**src/rtl/pulse_sync_arb.sv**
```systemverilog
// pulse_sync_arb: clka-side scheduler sharing one pulse_sync channel among N
// requesters. Events are queued as pending flags, granted one at a time, and
// each issued pulse is followed by a guard gap of GAP low cycles on a_pul.
// Optional build macro PULSE_SYNC_ARB_PRIO_EN switches round-robin arbitration
// to fixed priority (lowest index wins, no pointer).
//
// Handshake note: there is no back-pressure. A req[i] high cycle is one
// event; a second event while pend[i] is still held (and not being cleared
// on that edge) is dropped and recorded in the sticky ovf[i].
module pulse_sync_arb #(
  parameter int N   = 4,
  parameter int IDW = 2,
  parameter int GAP = 4
) (
  input  logic           clka,
  input  logic           rsta,
  input  logic [N-1:0]   req,
  input  logic [N-1:0]   ovf_clr,
  output logic           a_pul,
  output logic [IDW-1:0] a_id,
  output logic           busy,
  output logic [N-1:0]   pend,
  output logic [N-1:0]   ovf
);

  typedef enum logic [1:0] {
    ST_IDLE = 2'd0,
    ST_FIRE = 2'd1,
    ST_GAP  = 2'd2
  } state_e;

  state_e         state_q, state_d;
  logic           a_pul_q, a_pul_d;
  logic [IDW-1:0] a_id_q, a_id_d;
  logic [7:0]     gap_q, gap_d;
  logic [N-1:0]   pend_q, pend_d;
  logic [N-1:0]   ovf_q, ovf_d;
  logic [N-1:0]   clr;
  logic [IDW-1:0] start;
  logic [N-1:0]   rot;
  logic           win_vld;
  logic [IDW:0]   win_off;
  logic [IDW:0]   win_sum;
  logic [IDW-1:0] win_idx;

`ifdef PULSE_SYNC_ARB_PRIO_EN
  // Fixed priority: the scan always starts at requester 0.
  assign start = '0;
`else
  logic [IDW-1:0] ptr_q, ptr_d;
  assign start = ptr_q;
`endif

  // Winner select: rotate pend so the scan start sits at bit 0, find the
  // lowest set bit, then map the offset back to an index modulo N.
  always_comb begin
    rot     = N'({pend_q, pend_q} >> start);
    win_vld = 1'b0;
    win_off = '0;
    for (int k = N - 1; k >= 0; k--) begin
      if (rot[k]) begin
        win_vld = 1'b1;
        win_off = (IDW+1)'(k);
      end
    end
    win_sum = {1'b0, start} + win_off;
    if (win_sum >= (IDW+1)'(N)) win_sum = win_sum - (IDW+1)'(N);
    win_idx = win_sum[IDW-1:0];
  end

  // Event capture: a new event beats a grant clear on the same edge; a
  // dropped event sets ovf, and a set beats ovf_clr on the same edge.
  always_comb begin
    clr = '0;
    for (int k = 0; k < N; k++) begin
      clr[k] = (state_q == ST_FIRE) && (a_id_q == IDW'(k));
    end
    pend_d = req | (pend_q & ~clr);
    ovf_d  = (req & pend_q & ~clr) | (ovf_q & ~ovf_clr);
  end

  // Scheduler FSM next state: IDLE -> FIRE (1 cycle) -> GAP (GAP cycles),
  // then straight back to FIRE if anything is pending.
  always_comb begin
    state_d = state_q;
    a_id_d  = a_id_q;
    gap_d   = gap_q;
`ifndef PULSE_SYNC_ARB_PRIO_EN
    ptr_d   = ptr_q;
`endif
    case (state_q)
      ST_IDLE: begin
        if (win_vld) begin
          state_d = ST_FIRE;
          a_id_d  = win_idx;
        end
      end
      ST_FIRE: begin
        state_d = ST_GAP;
        gap_d   = 8'(GAP);
`ifndef PULSE_SYNC_ARB_PRIO_EN
        ptr_d   = (a_id_q == IDW'(N - 1)) ? '0 : a_id_q + IDW'(1);
`endif
      end
      ST_GAP: begin
        if (gap_q <= 8'd1) begin
          gap_d = '0;
          if (win_vld) begin
            state_d = ST_FIRE;
            a_id_d  = win_idx;
          end else begin
            state_d = ST_IDLE;
          end
        end else begin
          gap_d = gap_q - 8'd1;
        end
      end
      default: state_d = ST_IDLE;
    endcase
    a_pul_d = (state_d == ST_FIRE);
  end

  // State registers with synchronous reset.
  always_ff @(posedge clka) begin
    if (rsta) begin
      state_q <= ST_IDLE;
      a_pul_q <= 1'b0;
      a_id_q  <= '0;
      gap_q   <= '0;
      pend_q  <= '0;
      ovf_q   <= '0;
`ifndef PULSE_SYNC_ARB_PRIO_EN
      ptr_q   <= '0;
`endif
    end else begin
      state_q <= state_d;
      a_pul_q <= a_pul_d;
      a_id_q  <= a_id_d;
      gap_q   <= gap_d;
      pend_q  <= pend_d;
      ovf_q   <= ovf_d;
`ifndef PULSE_SYNC_ARB_PRIO_EN
      ptr_q   <= ptr_d;
`endif
    end
  end

  assign a_pul = a_pul_q;
  assign a_id  = a_id_q;
  assign busy  = (state_q != ST_IDLE);
  assign pend  = pend_q;
  assign ovf   = ovf_q;

endmodule

```
**config.mk**
```make
export PLATFORM = sky130hd
export DESIGN_NAME = pulse_sync_arb
export DESIGN_NICKNAME = d
export VERILOG_FILES = /design/src/rtl/pulse_sync_arb.sv
export SDC_FILE = /design/constraint.sdc
export NUM_CORES = 1
export LEC_CHECK = 0
export CAP_MARGIN = 5
export CORE_MARGIN = 4
export CORE_UTILIZATION = 55
export CTS_BUF_LIST = sky130_fd_sc_hd__clkbuf_16
export CTS_CLUSTER_SIZE = 30
export DETAILED_ROUTE_END_ITERATION = 8
export DONT_BUFFER_PORTS = 1
export HOLD_SLACK_MARGIN = 0.15
export PLACE_DENSITY = 0.7
export SKIP_LAST_GASP = 1
export SLEW_MARGIN = 10
export SYNTH_ARGS = -nofsm -noshare
export SYNTH_HDL_FRONTEND = slang
export SYNTH_SLANG_ARGS = --single-unit
```
**constraint.sdc**
```tcl
create_clock -name clka -period 4.75 [get_ports clka]
set_clock_uncertainty 0.05 [all_clocks]
set_input_delay 1.425 -clock clka [delete_from_list [all_inputs] [get_ports clka]]
set_output_delay 1.425 -clock clka [all_outputs]
set_load 0.05 [all_outputs]
```
==> reports/results.ini, run 1 <==
[outcome]
outcome=finished clean

[clocking]
cts_resized=0
ctsHoldBuffers=0
cts_max_path_buffers=2
cts_tree=yes
clock_latency_ns=0.25
numCtsBuffers=3
post-cts-setup-buffers=0
ctsRootBufferMaster=clkbuf_16
clk_pin_slew_ns=0.06
htree_levels=1
numClockSinks=23

[detailed_routing]
vias_per_cell=5.60
wl_per_cell_um=13.6
drt-initial-drc-count=12
vias=946
wirelength_um=2300
dr.pass1.iters=4
drc=0
ant_nets=0

[global_routing]
grt_start_max_net_pins=17
grt_pass1_wl_um=3940
grtUsageTotal_pct=15.3
antenna_found_initial=0
grt_pass1_vias=923
grt_overflow=0

[timing]
slew_headroom_pct=48.7
fmax_ghz=0.359
timing.final.crit_share_pct=58.7
setup_viol=0
timing.final.max_slew_violations=0
fin_crit_ns=2.79
worstMarginPinSlew_ns=0.768
setup_tns_ns=0
finalHoldViolCount=0
rsz0062_at_grt=false

[synthesis]
synth_edf_count=0
synthAdderAreaFrac_pct=11.1
synth_seq_cells=23
yosysSeqAreaShare_pct=37.3
synthCells=144
synth.cell_area_um2=1230
yosysWarnings=0
synth_simple_gate_area_share_pct=20.4
syn_area_per_cell_um2=8.58
yosysUniqueCellTypes=36
synthXorXnorAreaFrac_pct=4.96
synth-compound-area-share_pct=18.6
ys.flop_type=dfxtp_1
async_reset_ff_share_pct=0
synth_mux_area_share_pct=2.43
syn_nets=165
synth_top_family_by_area=simple AND/OR/NAND/NOR gates

[power_and_ir_drop]
irDropWorstVdd_mv=0.392
cellLeakagePower_uw=0.000540
power_density_nw_per_um2=768
power_uw=1020

[floorplanning]
start_util_pct=60.5
core_area_um2=2040
pin_count=22
die_h_um=55.4
dieArea_um2=3070
rows=16
die_w_um=55.4

[place]
gp_congestion=0.777
hpwl_um=1720
io_buffers=0

[setup_path]
rrSetupSlack_ns=2.57
arrival_ns=1.31
crit_required_ns=3.27
cp-start-kind=flip-flop
crit_type=flip-flop to output port
end_kind=output port
critPathMaxFanout=3

[finish]
final_cell_mix=nor2_1, dfxtp_1, inv_1
area_growth_pct=7.29
fin_nets=164
drive_above_1_share_pct=7.04
final_util_pct=64.9
antenna_cells=0
layout_commonest_cell=nor2_1

[run]
max-cap-violations=0

[worst_hold_path]
hp-class=flip-flop to flip-flop

[cell families (layout without fill, tap and decap cells)]
kind of cell,count (synthesis),count (layout)
AO/OA/AOI/OAI,30,30
XOR/XNOR,7,7
adder cells (fa/ha/maj),11,11
buffers and inverters,17,15
flip-flops,23,23
multiplexers,3,3
AND/OR/NAND/NOR,53,53
[synth_stat cells (2+ instances only)]
cell type  count  area (µm²)
a211oi_1       2        15.0
a21boi_0       3        22.5
a21o_1         2        15.0
a21oi_1        7        35.0
a221oi_1       2        17.5
a22oi_1        2        15.0
clkbuf_1       6        22.5
dfxtp_1       23         460
ha_1          11         138
inv_1         11        41.3
mux2i_1        3        30.0
nand2_1        4        15.0
nand3_1        2        10.0
nor2_1        34         128
nor2b_1        4        25.0
nor4_1         2        12.5
o21ai_0        2        10.0
xnor2_1        5        43.8
xor2_1         2        17.5
[through the flow]
stage | setup slack (ns) | std cells | instance area [µm²] | hold slack [ns]
6_report | 1.96 | 169 | 1330 | 0.449
3_5_place_dp | 2.24 | 165 | 1250 | 0.439
5_1_grt | 1.90 | 169 | 1330 | 0.474
2_1_floorplan | 2.31 | 144 | 1230 | 0.419
4_1_cts | 1.96 | 169 | 1330 | 0.449
3_3_place_gp | 2.29 | 165 | 1250 | 0.431
[worst max-delay path, stage by stage (launching register included)]
cell,delay [ns]
dfxtp_1,0.37
inv_1,0.10
ha_1,0.23
inv_1,0.36
[report_power, final]
group	total [µW]	leakage [µW]	internal [µW]	switching [µW]
Clock	176	0.0000423	112	63.5
Combinational	447	0.000308	199	247
Sequential	395	0.000189	256	139
Total	1020	0.000540	568	450
[layout make-up]
type                    instances  area (µm²)
flip-flops and latches         23         460
multi-input cells             104         711
clock buffers                   3        75.1
well taps                      27        33.8
fillers                       179         717
inverters                      11        41.3
clock inverters                 1        3.75
[path summary, 6_finish.rpt]
path	start	depth (start not counted)	end
setup reg to reg	pend[0]	5	a_pul
hold / removal	gap_q[1]	2	gap_q[1]
hold reg to reg	gap_q[1]	2	gap_q[1]
setup / recovery	state_q[0]	3	busy
[state kept, by name, summed over array words and instances (netlist names)]
register and flops:
gap_q 8, a_id 2, ovf 4, state_q 2, pend 4, a_pul 1, ptr_q 2
[metal layers]
metal | vias to the layer above | GRT usage (%) | share of wire, %
met5 | - | 0 | 0
met2 | 23 | 24.8 | 44
met3 | 0 | 4.90 | 6.6
met1 | 430 | 19.5 | 49
met4 | 0 | 3.82 | 0
li1 | 493 | - | -
Power figures use the tool's default switching activity.
==> inputs of run 2 (changes only) <==
==> constraint.sdc (replaced) <==
create_clock -name clka -period 2.72 [get_ports clka]
set_clock_uncertainty 0.05 [all_clocks]
set_input_delay 0.816 -clock clka [delete_from_list [all_inputs] [get_ports clka]]
set_output_delay 0.816 -clock clka [all_outputs]
set_load 0.05 [all_outputs]
==> reports/results.ini, run 2 (synthesis gave the netlist of run 1 again) <==
[detailed_routing]
drc=0
wl_per_cell_um=13.6
vias=940
vias_per_cell=5.53
ant_nets=0
drt-initial-drc-count=19
wirelength_um=2310
dr.pass1.iters=4

[global_routing]
grt_overflow=0
grt_pass1_wl_um=3930
grtUsageTotal_pct=15.6
grt_start_max_net_pins=17
grt_pass1_vias=872
antenna_found_initial=0

[timing]
slew_headroom_pct=50.4
timing.final.crit_share_pct=80.8
timing.final.max_slew_violations=0
fin_crit_ns=2.20
setup_viol=0
setup_tns_ns=0
worstMarginPinSlew_ns=0.737
rsz0062_at_grt=false
finalHoldViolCount=0
fmax_ghz=0.455

[setup_path]
path_common_cell=inv_1
critPathMaxFanout=4
cp_top_family=buffers and inverters
crit_buf_inv=2
crit_required_ns=1.85
path_cells=inv_1, ha_1, inv_1
arrival_ns=1.33
end_kind=output port
crit_slowest_cell=dfxtp_1
slowest_delay_ns=0.39
crit_type=flip-flop to output port
cp-start-kind=flip-flop
path_depth=3
worstRegToRegCells=5

[worst_hold_path]
whs_path_depth=2
hp-class=flip-flop to flip-flop

[place]
hpwl_um=1740
io_buffers=0
dpl_cell_area_um2=1250
gp_congestion=0.716

[floorplanning]
die_h_um=55.4
start_util_pct=60.5
die_w_um=55.4
rows=16
pin_count=22
dieArea_um2=3070
core_area_um2=2040

[clocking]
cts_resized=0
htree_levels=1
cts_tree=yes
ctsHoldBuffers=0
clk_pin_slew_ns=0.06
numCtsBuffers=3
cts_max_path_buffers=2
numClockSinks=23
ctsRootBufferMaster=clkbuf_16
clock_latency_ns=0.25
post-cts-setup-buffers=0

[power_and_ir_drop]
power_uw=1780
irDropWorstVdd_mv=0.872
cellLeakagePower_uw=0.000545
power_density_nw_per_um2=1340

[outcome]
outcome=finished clean

[finish]
layout_commonest_cell=nor2_1
drive_above_1_share_pct=7.69
antenna_cells=0
final_cell_mix=nor2_1, dfxtp_1, inv_1
design_area_um2=1330
top_register=gap_q
largest_register_ffs=8
area_growth_pct=7.90
fin_nets=165

[run]
max-cap-violations=0

==> run 2: cell types whose count changed in the layout (fill, tap and decap cells not counted), sizes merged <==
cell  previous run  this run
buf              0         1
==> run 2: final timing paths <==
| kind | slack [ns] | end | startpoint |
|---|---|---|---|
| max | 0.52 | busy | state_q[1] |
| max reg2reg | 0.60 | a_pul | pend[0] |
| min | 0.45 | gap_q[1] | gap_q[1] |
| min reg2reg | 0.45 | gap_q[1] | gap_q[1] |
==> run 2: per-layer routing <==
metal / track usage [%] / wire (µm)
met5: 0 / 0
met1: 22.5 / 1190
met4: 4.17 / 29
met3: 4.90 / 129
met2: 22.1 / 963
==> run 2: metrics by stage <==
stage / utilization, % / hold slack, ns / std cells / worst slack (ns)
2_1_floorplan: - / 0.419 / 144 / 0.707
3_3_place_gp: 61.4 / 0.433 / 166 / 0.688
3_5_place_dp: 61.4 / 0.443 / 166 / 0.626
4_1_cts: 65.3 / 0.448 / 170 / 0.519
5_1_grt: 65.3 / 0.471 / 170 / 0.457
6_report: 65.3 / 0.451 / 170 / 0.523
==> run 2: worst register-to-register path: stages (launching register included) <==
cell and delay [ns]:
dfxtp_1 0.55, nor4_1 0.75, o2111ai_1 0.23, a21oi_1 0.22, a2111oi_2 0.08, and2_1 0.14
==> run 2: power breakdown <==
group	switching, µW	internal (µW)
clock	115	196
sequential	237	448
combinational	437	351
total	788	995
==> run 2: cell type report <==
type / instances / area, µm²
sequential: 23 / 460
tap: 27 / 33.8
clock buffer: 3 / 75.1
clock inverter: 1 / 3.75
multi-input combinational: 104 / 711
fill: 199 / 709
timing repair buffer: 1 / 7.51
inverter: 11 / 41.3
